--- config.mk ---
export PLATFORM = sky130hd
export DESIGN_NAME = ps2_mouse_tracker
export DESIGN_NICKNAME = d
export VERILOG_FILES = /design/src/rtl/ps2_mouse_tracker.sv
export SDC_FILE = /design/constraint.sdc
export NUM_CORES = 1
export LEC_CHECK = 0
export ABC_AREA = 1
export CAP_MARGIN = 10
export CELL_PAD_IN_SITES_DETAIL_PLACEMENT = 2
export CELL_PAD_IN_SITES_GLOBAL_PLACEMENT = 2
export CORE_ASPECT_RATIO = 0.7
export CORE_UTILIZATION = 31
export DETAILED_ROUTE_END_ITERATION = 12
export GPL_TIMING_DRIVEN = 0
export PLACE_DENSITY = 0.82
export SKIP_CTS_REPAIR_TIMING = 1
export SYNTH_ARGS = -nofsm -noshare
export SYNTH_HDL_FRONTEND = slang
export SYNTH_SLANG_ARGS = --single-unit
export TNS_END_PERCENT = 5
--- constraint.sdc ---
create_clock -name CLOCK -period 2.78 [get_ports CLOCK]
set_input_delay 0.556 -clock CLOCK [delete_from_list [all_inputs] [get_ports CLOCK]]
set_output_delay 0.556 -clock CLOCK [all_outputs]
set_load 0.1 [all_outputs]
--- src/rtl/ps2_mouse_tracker.sv ---
// ps2_mouse_tracker: frames PS/2 mouse bytes into packets and tracks a screen-bounded cursor; define PS2_MOUSE_WHEEL_EN for 4-byte wheel packets
module ps2_mouse_tracker #(
  parameter int SCREEN_W    = 640,
  parameter int SCREEN_H    = 480,
  parameter int X_W         = 10,
  parameter int Y_W         = 9,
  parameter int Z_W         = 8,
  parameter int SCALE_SHIFT = 0,
  parameter int TIMEOUT_CYC = 50000
) (
  input  logic           CLOCK,
  input  logic           RESET,
  input  logic           iEn,
  input  logic [7:0]     iByte,
  output logic           oTrig,
  output logic [X_W-1:0] oX,
  output logic [Y_W-1:0] oY,
  output logic           oL,
  output logic           oR,
  output logic           oM,
  output logic [Z_W-1:0] oZ,
  output logic           oSyncErr
);
  localparam int W  = (X_W > Y_W ? X_W : Y_W) + 2;
  localparam int TW = $clog2(TIMEOUT_CYC + 1);
  localparam logic [TW-1:0] T_LAST = TW'(TIMEOUT_CYC - 1);
  localparam logic signed [W-1:0] X_MAX = W'(SCREEN_W - 1);
  localparam logic signed [W-1:0] Y_MAX = W'(SCREEN_H - 1);
  localparam logic [1:0] S_B0 = 2'd0;
  localparam logic [1:0] S_B1 = 2'd1;
  localparam logic [1:0] S_B2 = 2'd2;
`ifdef PS2_MOUSE_WHEEL_EN
  localparam logic [1:0] S_B3 = 2'd3;
  localparam logic [1:0] S_END = S_B3;
`else
  localparam logic [1:0] S_END = S_B2;
`endif
  logic [1:0] state, nxt;
  logic [TW-1:0] cnt;
  logic [6:0] hdr;
  logic [7:0] b1, c2;
  logic busy, tmo, commit, bad;
  logic signed [W-1:0] rx, ry, sx, sy, xw, yw, nx, ny;
  logic [X_W-1:0] new_x;
  logic [Y_W-1:0] new_y;
  // state register
  always_ff @(posedge CLOCK) state <= !RESET ? S_B0 : nxt;
  // next state: header gate in S_B0, then walk the bytes, drop back on timeout
  always_comb nxt = iEn ? (state == S_B0 ? (iByte[3] ? S_B1 : S_B0) : state == S_END ? S_B0 : state + 2'd1)
                        : tmo ? S_B0 : state;
  // FSM-derived strobes; a byte arriving on the timeout cycle suppresses the timeout
  always_comb begin
    busy   = state != S_B0;
    tmo    = busy && !iEn && cnt == T_LAST;
    commit = iEn && state == S_END;
    bad    = iEn && state == S_B0 && !iByte[3];
  end
  // delta decode and clamped cursor update in a width that cannot wrap
  always_comb begin
    rx    = hdr[5] ? '0 : {{(W-9){hdr[3]}}, hdr[3], b1};
    ry    = hdr[6] ? '0 : {{(W-9){hdr[4]}}, hdr[4], c2};
    sx    = rx >>> SCALE_SHIFT;
    sy    = ry >>> SCALE_SHIFT;
    xw    = {{(W-X_W){1'b0}}, oX};
    yw    = {{(W-Y_W){1'b0}}, oY};
    nx    = xw + sx;
    ny    = yw - sy;
    new_x = nx[W-1] ? '0 : nx > X_MAX ? X_MAX[X_W-1:0] : nx[X_W-1:0];
    new_y = ny[W-1] ? '0 : ny > Y_MAX ? Y_MAX[Y_W-1:0] : ny[Y_W-1:0];
  end
  // assembly registers, timeout counter and committed cursor/button outputs
  always_ff @(posedge CLOCK) begin
    if (!RESET) begin
      oX       <= X_W'(SCREEN_W / 2);
      oY       <= Y_W'(SCREEN_H / 2);
      oL       <= 1'b0;
      oR       <= 1'b0;
      oM       <= 1'b0;
      oTrig    <= 1'b0;
      oSyncErr <= 1'b0;
      cnt      <= '0;
      hdr      <= '0;
      b1       <= '0;
    end else begin
      oTrig    <= commit;
      oSyncErr <= bad || tmo;
      cnt      <= (iEn || !busy || tmo) ? '0 : cnt + 1'b1;
      if (iEn && state == S_B0) hdr <= {iByte[7:4], iByte[2:0]};
      if (iEn && state == S_B1) b1 <= iByte;
      if (commit) begin
        oX <= new_x;
        oY <= new_y;
        oL <= hdr[0];
        oR <= hdr[1];
        oM <= hdr[2];
      end
    end
  end
`ifdef PS2_MOUSE_WHEEL_EN
  logic [7:0] b2;
  assign c2 = b2;
  // byte 2 hold and modulo wheel accumulation from the low nibble of byte 3
  always_ff @(posedge CLOCK) begin
    if (!RESET) begin
      b2 <= '0;
      oZ <= '0;
    end else begin
      if (iEn && state == S_B2) b2 <= iByte;
      if (commit) oZ <= oZ + {{(Z_W-4){iByte[3]}}, iByte[3:0]};
    end
  end
`else
  assign c2 = iByte;
  assign oZ = '0;
`endif
endmodule

==> impl_metrics.yaml <==
run_status:
  status: "complete, no violations"
timing:
  skew_ns: 0.00405
  slew_headroom_pct: 34.5
  fmax_ghz: 0.372
  worst_slew_pin_slew_ns: 0.979
  slew_viol_final: 0
  finalHoldViolCount: 0
  setup_viol: 0
  rsz0062_at_grt: "yes"
  timing.final.ws_setup_ns: 0.0890
  period_needed_ns: 2.69
  finalCritPeriodShare_pct: 96.8
critical_path:
  worst_path_largest_cell_delay_ns: 0.51
  arrival_ns: 2.91
  critPathSlowestCell: "clkdlybuf4s50_1"
  end_kind: "flip-flop"
  crit_buf_inv: 3
  critPathKind: "input port to flip-flop"
  crit_chain: "clkdlybuf4s50_1 -> inv_1 -> nor2_2 -> ha_2 -> inv_2 -> fa_2 -> nand4_1 -> nand2_1 -> nand2_1 -> nand2_1 -> nand2_1 -> nand2_1 -> nor2_4 -> nand2_2 -> o21ai_1 -> nand2_1"
  path_max_fanout: 7
  critPathTopFamily: "simple AND/OR/NAND/NOR gates"
  worstSetupStartpointType: "input port"
  cp_common_cell: "nand2_1"
  required_ns: 3.00
synth:
  synth_area_leader_cell: "dfxtp_1"
  synth_enable_flop_cells: 0
  synth_area_sq_um: 3710
  syn_avg_cell_area_sq_um: 6.70
  ys_top_cells_by_count: "145 x nand2_1, 77 x inv_1, 57 x dfxtp_1, 53 x a21oi_1, 52 x nor2_1"
  ys_ff_latch: 57
  synthCells: 554
  synth_ff_type: "dfxtp_1"
  ys.warnings.count: 0
  netlist_top_cells_area: "dfxtp_1 31%, nand2_1 15%, inv_1 7.8%"
  async_reset_ff_share_pct: 0
  synth.most_common_cell: "nand2_1"
  ys_seq_area_share_pct: 30.8
  synth_cell_type_count: 36
  yosysTopAreaCellShare_pct: 30.8
route:
  postRouteAntennaNets: 0
  wl_per_cell_um: 17.0
  vias_per_cell: 4.94
  first_pass_iters: 4
  drtIter0Drc: 92
  drc_errors: 0
  num_vias: 3795
  routed_wirelength_um: 13000
clocking:
  ctsRootBufferMaster: "clkbuf_16"
  cts_buffer_depth: 2
  numClockSinks: 57
  clk_pin_slew_ns: 0.05
  numCtsBuffers: 9
  htree_levels: 3
  clk_latency_ns: 0.33
  cts_tree: "yes"
global_routing:
  grt_use_total_pct: 22.4
  grt_pass1_wl_um: 21200
  grt_pass1_vias: 4142
  grt_overflow: 0
  grt_max_degree: 11
  antenna_found_initial: 0
cells_and_area:
  final_core_util_pct: 39.5
  fin_cells: 768
  syn2layout_area_growth_pct: 24.5
  nNetsFinal: 644
  drive_gt1_share_pct: 11.3
  fillers: 1412
  diodes: 0
floorplan:
  dieWidth_um: 133
  fp.coreArea_sq_um: 11700
  io_pins: 43
  dieArea_sq_um: 12400
  initial_core_util_pct: 31.7
  core.rowCount: 33
  chipHeight_um: 93.5
placement:
  place_ws_ns: -0.367
  gp_congestion: 0.815
  dp.cells: 752
  dpl.hpwl_um: 10300
  port_buffers: 34
min_path:
  min_path_type: "flip-flop to flip-flop"
power_and_ir_drop:
  p_per_area_nw_per_um2: 514
  ir_drop_uv: 350
  leakage_nw: 2.06
flow_run:
  maxCapViolCount: 0
-- power breakdown --
group / total (mW) / internal [mW] / switching, mW
Combinational: 0.507 / 0.148 / 0.359
Sequential: 0.854 / 0.839 / 0.0142
Clock: 1.01 / 0.636 / 0.374
-- worst register-to-register path: stages, from the launching register on --
cell	delay, ns
dfxtp_1	0.30
buf_2	0.20
inv_1	0.12
nand2_1	0.15
inv_1	0.12
ha_1	0.35
inv_1	0.09
nor3_2	0.21
nand3_1	0.12
nand3_1	0.15
inv_1	0.06
nor2_1	0.19
nor2_4	0.05
buf_12	0.14
nand3_1	0.09
nand2_1	0.07
a21oi_2	0.16
-- cell type report --
class | instances | area [sq um] | area share (%)
Multi-Input combinational cell | 407 | 2250 | 48.6
Sequential cell | 57 | 1140 | 24.7
Timing Repair Buffer | 36 | 368 | 7.97
Inverter | 79 | 297 | 6.42
Clock buffer | 11 | 253 | 5.47
Tap cell | 157 | 196 | 4.25
Buffer | 18 | 100 | 2.17
Clock inverter | 3 | 17.5 | 0.379
-- through the flow --
| stage | hold WS [ns] | instance area (sq um) | setup TNS, ns | power [mW] |
|---|---|---|---|---|
| 6_report | 0.464 | 4620 | 0 | 2.37 |
| 5_1_grt | 0.494 | 4620 | -0.236 | 2.49 |
| 3_5_place_dp | 0.458 | 4270 | -2.79 | 1.35 |
| 3_3_place_gp | 0.436 | 4270 | -2.14 | 1.33 |
| 4_1_cts | 0.467 | 4540 | -0.0207 | 2.37 |
| 2_1_floorplan | 0.424 | 3740 | 0 | 1.22 |
-- routing by layer --
layer  global-route usage (%)  share of wire, %  vias up
li1                         -                 -     1869
met3                     5.09               2.9       13
met2                     39.4                49       47
met5                        0                 0        -
met1                     27.6                47     1866
met4                     5.75               1.1        0
-- sequential cells by signal (all words and copies together) (netlist names) --
signal / flops
state: 2
oSyncErr: 1
oX: 10
cnt: 16
oTrig: 1
oR: 1
oM: 1
oL: 1
b1: 8
hdr: 7
oY: 9
-- cell families (layout without fill, tap and decap cells) --
logic type | Yosys count | after routing | share of synthesized area (%)
AND/OR/NAND/NOR | 275 | 275 | 34.4
AO/OA/AOI/OAI | 88 | 88 | 12.6
other | 1 | 8 | 0.101
adder cells (fa/ha/maj) | 25 | 25 | 8.84
buffers and inverters | 97 | 147 | 10.7
flip-flops | 57 | 57 | 30.8
XOR/XNOR | 11 | 11 | 2.60
-- worst paths after layout --
kind / slack [ns] / cells past startpoint / end / from
max: 0.09 / 16 / oY[4] / iByte[0]
min: 0.46 / 2 / b1[6] / b1[6]
max reg2reg: 0.15 / 16 / oX[5] / hdr[5]
min reg2reg: 0.46 / 2 / b1[6] / b1[6]
-- cells in the final DEF, fill, tap and decap left out, types with 8 or more instances in the layout --
cell type	count
a21oi_1	50
clkdlybuf4s50_1	34
dfxtp_1	57
conb_1	8
nand4_1	8
nand2_1	145
inv_1	75
clkbuf_1	8
o21ai_0	21
clkbuf_16	9
buf_4	9
nor2_1	50
ha_1	20
nand3_1	33
No activity file was read; power rests on OpenSTA's default activity.
